**config.mk**
```make
export PLATFORM = sky130hd
export DESIGN_NAME = brownout_detector_flat
export DESIGN_NICKNAME = d
export VERILOG_FILES = /design/src/rtl/brownout_detector_if.sv /design/src/rtl/brownout_detector.sv /design/src/flat_wrapper.sv
export SDC_FILE = /design/constraint.sdc
export NUM_CORES = 1
export LEC_CHECK = 0
export ABC_CLOCK_PERIOD_IN_PS = 10250
export CORE_MARGIN = 3
export CORE_UTILIZATION = 40
export DETAILED_ROUTE_END_ITERATION = 8
export MAX_ROUTING_LAYER = met4
export PLACE_DENSITY = 0.66
export SKIP_LAST_GASP = 1
export SYNTH_ARGS = -nofsm -noshare
export SYNTH_HDL_FRONTEND = slang
export SYNTH_SLANG_ARGS = --single-unit
```
**constraint.sdc**
```tcl
create_clock -name CLK -period 10.25 [get_ports CLK]
set_input_delay 1.025 -clock CLK [delete_from_list [all_inputs] [get_ports CLK]]
set_output_delay 1.025 -clock CLK [all_outputs]
set_load 0.05 [all_outputs]
```
**src/rtl/brownout_detector_if.sv**
```systemverilog
// Supply-monitor bus: ADC sample, thresholds and rate limit in, brownout flag out.
interface brownout_detector_if #(
   parameter int ADC_W  = 20,
   parameter int RATE_W = 12
) ();
   logic [ADC_W-1:0]  ADC_IN;
   logic [ADC_W-1:0]  BOD_THRESH1;
   logic [ADC_W-1:0]  BOD_THRESH2;
   logic [RATE_W-1:0] RATE_LIMIT;
   logic              BROWNOUT;

   modport master (
      output ADC_IN, BOD_THRESH1, BOD_THRESH2, RATE_LIMIT,
      input  BROWNOUT
   );

   modport slave (
      input  ADC_IN, BOD_THRESH1, BOD_THRESH2, RATE_LIMIT,
      output BROWNOUT
   );
endinterface

```
**src/rtl/brownout_detector.sv**
```systemverilog
// Brownout detector: trips on a hard undervoltage or a too-fast fall inside the
// warning window, and releases only after RELEASE_CNT consecutive healthy samples.
module brownout_detector #(
   parameter int ADC_W       = 20,
   parameter int RATE_W      = 12,
   parameter int RELEASE_CNT = 4
) (
   input  logic                 CLK,
   input  logic                 RST_N,
   brownout_detector_if.slave   bus
);
   localparam int CNT_W = $clog2(RELEASE_CNT + 1);

   logic [ADC_W-1:0] prev_q, prev_d;
   logic             prev_valid_q, prev_valid_d;
   logic             brownout_q, brownout_d;
   logic [CNT_W-1:0] cnt_q, cnt_d;

   logic             hard_trip;
   logic             in_window;
   logic             rate_trip;
   logic [ADC_W-1:0] drop;

   assign hard_trip = bus.ADC_IN < bus.BOD_THRESH2;
   assign in_window = bus.ADC_IN < bus.BOD_THRESH1;
   assign drop      = (prev_valid_q && (prev_q > bus.ADC_IN)) ? (prev_q - bus.ADC_IN) : '0;
   assign rate_trip = in_window && (drop > ADC_W'(bus.RATE_LIMIT));

   always_comb begin
      // NOTE: every next-state signal gets a default first so no path leaves it unassigned (no latch).
      prev_d       = bus.ADC_IN;
      prev_valid_d = 1'b1;
      brownout_d   = brownout_q;
      cnt_d        = '0;

      if (hard_trip || rate_trip) begin
         brownout_d = 1'b1;
      end else if (brownout_q && !in_window) begin
         // Release on the sample that completes the healthy run; saturate otherwise.
         if (cnt_q == CNT_W'(RELEASE_CNT - 1)) begin
            brownout_d = 1'b0;
         end else if (cnt_q < CNT_W'(RELEASE_CNT)) begin
            cnt_d = cnt_q + 1'b1;
         end else begin
            cnt_d = cnt_q;
         end
      end
   end

   always_ff @(posedge CLK or negedge RST_N) begin
      if (!RST_N) begin
         prev_q       <= '0;
         prev_valid_q <= 1'b0;
         brownout_q   <= 1'b0;
         cnt_q        <= '0;
      end else begin
         // NOTE: sequential state uses non-blocking assignment so all registers update together.
         prev_q       <= prev_d;
         prev_valid_q <= prev_valid_d;
         brownout_q   <= brownout_d;
         cnt_q        <= cnt_d;
      end
   end

   assign bus.BROWNOUT = brownout_q;
endmodule

```
**src/flat_wrapper.sv**
```systemverilog
// flat-port wrapper written by rule: the top's interface ports become plain ports
module brownout_detector_flat 
#(
   parameter int ADC_W       = 20,
   parameter int RATE_W      = 12,
   parameter int RELEASE_CNT = 4
)
  (CLK, RST_N, bus_ADC_IN, bus_BOD_THRESH1, bus_BOD_THRESH2, bus_RATE_LIMIT, bus_BROWNOUT);
  brownout_detector_if #(.ADC_W(ADC_W), .RATE_W(RATE_W)) bus_i ();
  input  logic CLK;
  input  logic RST_N;
  input wire logic [$bits(bus_i.ADC_IN)-1:0] bus_ADC_IN;
  input wire logic [$bits(bus_i.BOD_THRESH1)-1:0] bus_BOD_THRESH1;
  input wire logic [$bits(bus_i.BOD_THRESH2)-1:0] bus_BOD_THRESH2;
  input wire logic [$bits(bus_i.RATE_LIMIT)-1:0] bus_RATE_LIMIT;
  output wire logic [$bits(bus_i.BROWNOUT)-1:0] bus_BROWNOUT;
  assign bus_i.ADC_IN = bus_ADC_IN;
  assign bus_i.BOD_THRESH1 = bus_BOD_THRESH1;
  assign bus_i.BOD_THRESH2 = bus_BOD_THRESH2;
  assign bus_i.RATE_LIMIT = bus_RATE_LIMIT;
  assign bus_BROWNOUT = bus_i.BROWNOUT;
  brownout_detector #(.ADC_W(ADC_W), .RATE_W(RATE_W), .RELEASE_CNT(RELEASE_CNT)) u_core (.CLK(CLK), .RST_N(RST_N), .bus(bus_i));
endmodule
```
==> reports/qor.yml, run 1 <==
power:
  p_per_area_nw_per_um2: 79.57
  peakVddDrop_mv: 0.05178
  leakagePower_nw: 2.048
drt:
  dr_total_vias: 2940
  drt-wirelength-per-cell_um: 13.07
  ant_nets: 0
  first_iter_violations: 193
  vias_per_cell: 5.069
  route.detailed.drc: 0
  routed_wl_um: 7579
  first_pass_iters: 4
final_layout:
  antenna_cells: 0
  final_util_pct: 54.69
  area_delta_synth_final_pct: 28.31
  fill_cells: 672
  nNetsFinal: 628
  drive_gt1_share_pct: 2.703
global_route:
  grt_max_degree: 26
  track_usage_pct: 17.96
  overflow: 0
  antenna_found_initial: 0
  grt_pass1_vias: 2930
  grt_pass1_wl_um: 12880
clock_network:
  htreeDepth: 1
  postCtsHoldBufs: 0
  clk_pin_slew_ns: 0.10
  post_cts_resized: 0
  post_cts_buffers: 0
  tritoncts: "built"
  clock_path_buffers: 2
  cts.sinks: 25
  cts-root-buf: "clkbuf_8"
  cts_made_buffers: 3
  clk_latency_ns: 0.28
timing:
  setup_violations: 0
  grt_setup_unrepaired: "false"
  report.final.slew_viol_count: 0
  max_freq_mhz: 194.3
  hold_viol_final: 0
  period_needed_ns: 5.146
  worst_pin_slew_ns: 0.5339
  clock_skew_ns: 0.009568
  relSlewSlack_pct: 64.03
  period_share_pct: 50.20
  finalSetupTns_ns: 0
logic_synthesis:
  ys_async_sr_fraction_pct: 100.0
  avgSynthCellArea_sq_um: 7.859
  syn_inst: 406
  yosysUniqueCellTypes: 50
  syn_nets: 552
  syn_area_sq_um: 3191
  yosysWarnings: 0
  ys.flop_type: "dfrtp_1"
  synth-seq-cells: 25
  synth_edf_count: 0
  ys_seq_area_share_pct: 19.61
setup_path:
  cp-end-kind: "register"
  crit_arrival_ns: 5.31
  crit_type: "primary input to register"
  crit_path_max_incr_delay_ns: 0.52
  cp_top_family: "compound AO/OA/AOI/OAI gates"
  cp_cell_sequence: "clkdlybuf4s50_1, ha_1, inv_1, fa_1, a211oi_1, o21ai_0, a21boi_1, o221a_1, o21ai_2, o2111ai_2, nor2_1, ha_1, nor2b_1, o211ai_1, a211o_1, a31oi_1, a211oi_1, nand4_1, nor4_1, a31oi_1"
  start_kind: "primary input"
  crit_path_top_delay_cell: "clkdlybuf4s50_1"
  cp_num_buf_inv: 2
  worstPathRequired_ns: 10.41
  cp_max_fo: 13
placed_design:
  port_buffers: 74
  hpwl_um: 6554
  gp_congestion: 0.8825
die:
  dieArea_sq_um: 9084
  initial_core_util_pct: 42.62
  io_pins: 75
  die_h_um: 95.31
  core-area_sq_um: 7486
  fp.dieW_um: 95.31
  rows: 31
flow_run:
  drv_cap: 0
outcome:
  status: "completed"
hold_path:
  hold_class: "register to register"
[Yosys cell counts (2+ instances only)]
master / number / area share, %
dfrtp_1: 25 / 20
inv_1: 77 / 9.1
nand2_1: 25 / 2.9
and3_1: 2 / 0.39
nor2_1: 23 / 2.7
buf_2: 2 / 0.31
nand3_1: 7 / 1.1
o211ai_1: 3 / 0.71
o21ai_0: 25 / 3.9
xor2_1: 5 / 1.4
a21o_1: 11 / 2.6
nor4_1: 2 / 0.39
o31ai_1: 2 / 0.47
o21a_1: 3 / 0.71
a211oi_1: 8 / 1.9
nand4_1: 14 / 2.7
a31oi_1: 4 / 0.78
ha_1: 71 / 28
nand2b_1: 12 / 2.4
o221ai_1: 2 / 0.55
a21oi_1: 37 / 5.8
clkbuf_1: 2 / 0.24
xnor2_1: 7 / 1.9
nor3_1: 5 / 0.78
nor2b_1: 4 / 0.78
o21bai_1: 4 / 0.94
[per-layer routing]
layer,GRT usage [%],share of wire (%)
met1,24.53,49
met2,28.69,45
met3,1.815,4.0
met4,4.087,1.3
met5,-,0
[flip-flops by register name, summed over array words and instances (netlist names)]
| name | count |
|---|---|
| u_core.cnt_q | 3 |
| u_core.prev_q | 20 |
| u_core.bus.BROWNOUT | 1 |
| u_core.prev_valid_q | 1 |
[worst min-delay path, cell delays in order (launching register included)]
cell	delay, ns
dfrtp_1	0.37
a21oi_1	0.08
nor2_1	0.07
[placed cells by master (no fill, tap or decap), types with 2 or more instances in the layout]
cell type,count
a31oi_1,4
o21bai_1,4
o21a_1,3
nand3_1,7
nand2b_1,12
dfrtp_1,25
a211oi_1,8
o221ai_1,2
xor2_1,5
inv_1,77
nand4_1,14
o211ai_1,3
xnor2_1,7
nor4_1,2
nor2_1,23
nand2_1,25
and3_1,2
ha_1,71
nor2b_1,4
o31ai_1,2
clkdlybuf4s50_1,74
o21ai_0,25
nor3_1,5
a21o_1,11
clkbuf_8,3
a21oi_1,37
[layout make-up]
type	count	area [sq um]	share of cell area [%]
repair buffers	75	748.2	18.28
flip-flops and latches	25	625.6	15.28
inverters	77	289.0	7.060
clock buffers	3	41.29	1.009
multi-input cells	300	2258	55.17
well taps	99	123.9	3.026
clock inverters	1	7.507	0.1834
[report_power, final]
group,leakage (nW),switching (mW),internal (mW)
registers,0.295,0.00184,0.103
clock network,0.0217,0.0352,0.0276
logic,1.73,0.0808,0.0769
[final timing paths]
| path | startpoint | endpoint | slack [ns] | cells past startpoint |
|---|---|---|---|---|
| max | bus_ADC_IN[0] | u_core.bus.BROWNOUT | 5.10 | 20 |
| min | u_core.cnt_q[1] | u_core.cnt_q[1] | 0.55 | 2 |
| max reg2reg | u_core.prev_q[0] | u_core.bus.BROWNOUT | 5.99 | 20 |
| min reg2reg | u_core.cnt_q[1] | u_core.cnt_q[1] | 0.55 | 2 |
| max in group asynchronous | RST_N | u_core.prev_q[0] | 8.90 | 2 |
| min in group asynchronous | RST_N | u_core.cnt_q[0] | 1.09 | 2 |
[cell families after synthesis]
logic type | count (synthesis) | synth area share, %
AO/OA/AOI/OAI | 112 | 22.43
XOR/XNOR | 12 | 3.294
adder cells (fa/ha/maj) | 72 | 28.47
buffers and inverters | 81 | 9.608
flip-flops | 25 | 19.61
multiplexers | 1 | 0.3137
other | 1 | 0.1175
AND/OR/NAND/NOR | 102 | 16.16
[stage by stage]
step	std cells	hold WS (ns)	cell area, sq um	setup WS (ns)	power [mW]
floorplan	406	0.4863	3191	5.725	0.2056
global placement	576	0.5084	4045	4.954	0.2628
detailed placement	576	0.5284	4045	4.764	0.2643
CTS	580	0.5546	4094	5.057	0.3282
global route	580	0.6026	4094	4.513	0.3537
finish	580	0.5540	4094	5.104	0.3257
Power figures use the tool's default switching activity.
==> run 2, diff against run 1 <==
--- a/config.mk
+++ b/config.mk
@@ -5,7 +5,7 @@
 export SDC_FILE = /design/constraint.sdc
 export NUM_CORES = 1
 export LEC_CHECK = 0
-export ABC_CLOCK_PERIOD_IN_PS = 10250
+export ABC_CLOCK_PERIOD_IN_PS = 5000
 export CORE_MARGIN = 3
 export CORE_UTILIZATION = 40
 export DETAILED_ROUTE_END_ITERATION = 8
==> constraint.sdc (replaced) <==
create_clock -name CLK -period 5 [get_ports CLK]
set_input_delay 0.5 -clock CLK [delete_from_list [all_inputs] [get_ports CLK]]
set_output_delay 0.5 -clock CLK [all_outputs]
set_load 0.05 [all_outputs]
==> run 2 against run 1 <==
First-iteration DRC count is 47% lower. Hold slack worse by 0.021 ns. Count of clock-buffer cells in the layout stayed put. Wire length is 1.3% higher. Clock skew is 0.0041 ns lower. Die area stayed put. Largest cell class unchanged.
==> reports/qor.yml, run 2 (synthesized netlist as in run 1, its figures left out) <==
timing:
  max_freq_mhz: 214.0
  hold_viol_final: 0  # unchanged
  relSlewSlack_pct: 62.95  # -1.1 points
  worst_pin_slew_ns: 0.5524  # +0.01853 ns
  period_needed_ns: 4.673
  report.final.slew_viol_count: 0  # unchanged
  clock_skew_ns: 0.005450  # -0.004118 ns
  grt_setup_unrepaired: "false"
  worst_hold_slack_ns: 0.5328  # -0.02121 ns
  setup_ws_ns: 0.3270  # -4.777 ns
  setup_violations: 0  # unchanged
  period_share_pct: 93.46
setup_path:
  crit_path_max_incr_delay_ns: 0.52  # about the same
  start_kind: "primary input"
  cp_num_buf_inv: 2  # unchanged
  cp_cell_sequence: "clkdlybuf4s50_1, ha_1, inv_1, fa_1, a211oi_1, o21ai_0, a21boi_1, o221a_1, o21ai_2, o2111ai_4, nor2_1, ha_1, nor2b_1, o211ai_1, a211o_1, a31oi_1, a211oi_1, nand4_1, nor4_1, a31oi_1"
  crit_type: "primary input to register"
  crit_path_top_delay_cell: "clkdlybuf4s50_1"
  crit_arrival_ns: 4.82  # -0.49 ns
  cp-end-kind: "register"
  worstPathRequired_ns: 5.15  # -5.26 ns
  cp_top_family: "compound AO/OA/AOI/OAI gates"
  cp_max_fo: 13  # unchanged
clock_network:
  tritoncts: "built"
  clk_pin_slew_ns: 0.09  # about the same
  clk_latency_ns: 0.27  # about the same
  cts_made_buffers: 3  # unchanged
  cts-root-buf: "clkbuf_8"
  cts.sinks: 25  # unchanged
  clock_path_buffers: 2  # unchanged
  htreeDepth: 1  # unchanged
final_layout:
  drive_gt1_share_pct: 3.306  # +0.60 points
  fill_cells: 732  # +8.9%
  top_regs: "u_core.prev_q (20), u_core.cnt_q (3)"
  nNetsFinal: 631  # +0.48%
  layout_commonest_cell: "inv_1"
  finalNonFillerCells: 583  # +0.52%
  final_util_pct: 55.11  # +0.42 points
  area_delta_synth_final_pct: 29.29
  antenna_cells: 0  # unchanged
  final_cell_mix: "77 x inv_1, 74 x clkdlybuf4s50_1, 71 x ha_1, 37 x a21oi_1"
  largest-register: "u_core.prev_q"
  largest_reg_flops: 20  # unchanged
power:
  p_sw_share_pct: 35.84  # -0.35 points
  leakagePower_nw: 2.067  # +0.92%
  p_per_area_nw_per_um2: 161.7  # +100%
  p_seq_share_pct: 32.3  # about the same
  clock_power_share_pct: 18.4  # -0.9 points
  p_total_uw: 667.2  # +100%
  comb_power_share_pct: 49.2  # +0.8 points
  p_int_uw: 428.1  # +110%
  peakVddDrop_mv: 0.09414  # +82%
  p_switching_uw: 239.1  # +100%
drt:
  drt-wirelength-per-cell_um: 13.17  # +0.82%
  route.detailed.drc: 0  # unchanged
  first_pass_iters: 4  # unchanged
  dr_total_vias: 3016  # +2.6%
  ant_nets: 0  # unchanged
  first_iter_violations: 102  # -47%
  routed_wl_um: 7681  # +1.3%
  vias_per_cell: 5.173  # +2.1%
placed_design:
  pre_cts_slack_ns: -0.001708  # -4.765 ns
  port_buffers: 74  # unchanged
  gp_congestion: 0.8895  # +0.79%
  placedCellCount: 579  # +0.52%
  hpwl_um: 6676  # +1.9%
global_route:
  grt_pass1_wl_um: 12660  # -1.7%
  grt_pass1_vias: 2828  # -3.5%
  overflow: 0  # unchanged
  track_usage_pct: 17.74  # -0.21 points
  antenna_found_initial: 0  # unchanged
  grt_max_degree: 26  # unchanged
die:
  initial_core_util_pct: 42.62  # unchanged
  dieArea_sq_um: 9084  # unchanged
  io_pins: 75  # unchanged
  fp.dieW_um: 95.31  # unchanged
  core-area_sq_um: 7486  # unchanged
  rows: 31  # unchanged
  die_h_um: 95.31  # unchanged
flow_run:
  drv_cap: 0  # unchanged
hold_path:
  hold_class: "register to register"
outcome:
  status: "completed"
-- run 2: cell count changes in the layout (fill, tap and decap cells not counted) --
cell,delta
o2111ai_2,-1
clkinvlp_4,-1
clkinv_2,+1
o2111ai_4,+1
buf_4,+3
-- run 2: stage by stage --
step | area (sq um) | TNS, ns
floorplan | 3191 | 0
global placement | 4068 | 0
detailed placement | 4068 | -0.001708
CTS | 4114 | 0
global route | 4125 | 0
finish | 4125 | 0
-- run 2: path summary, 6_finish.rpt --
| kind | slack, ns | to | cells past startpoint | startpoint |
|---|---|---|---|---|
| worst max-delay path | 0.33 | u_core.bus.BROWNOUT | 20 | bus_ADC_IN[0] |
| max in group asynchronous | 4.17 | u_core.prev_q[1] | 2 | RST_N |
| worst min-delay path | 0.53 | u_core.cnt_q[1] | 2 | u_core.cnt_q[1] |
| worst max register to register | 0.69 | u_core.bus.BROWNOUT | 20 | u_core.prev_q[0] |
| worst min register to register | 0.53 | u_core.cnt_q[1] | 2 | u_core.cnt_q[1] |
| min in group asynchronous | 0.58 | u_core.cnt_q[1] | 2 | RST_N |
-- run 2: final cells by class --
class                   instances  area [sq um]  share of cell area [%]
clock buffers                   3         41.29                   1.001
clock inverters                 1         5.005                  0.1213
inverters                      77         289.0                   7.006
multi-input cells             300          2270                   55.02
flip-flops and latches         25         625.6                   15.17
well taps                      99         123.9                   3.003
repair buffers                 78         770.7                   18.68
-- run 2: layer usage --
metal | up-vias | global-route usage [%] | part of all wire (%)
met5 | - | - | 0
met4 | 0 | 4.567 | 2.0
met3 | 11 | 0.9471 | 3.9
met2 | 76 | 28.10 | 44
met1 | 1347 | 24.76 | 50
li1 | 1582 | - | -
-- run 2: worst min-delay path, stage by stage, from the launching register on --
cell and delay (ns):
dfrtp_1 0.36, a21oi_1 0.07, nor2_1 0.07
-- run 2: what timing repair did --
| action | in CTS | in global routing |
|---|---|---|
| hold buffers | 0 | 0 |
| gates resized for setup | 0 | 1 |
| setup endpoints to repair | 0 | 1 |
| buffers inserted | 0 | 0 |
-- run 2: power by group through the flow --
stage	combinational [mW]	sequential, mW	clock (mW)
floorplan	0.202	0.219	0
global placement	0.322	0.219	0
detailed placement	0.327	0.220	0
CTS	0.329	0.216	0.128
global route	0.371	0.217	0.136
finish	0.329	0.216	0.123
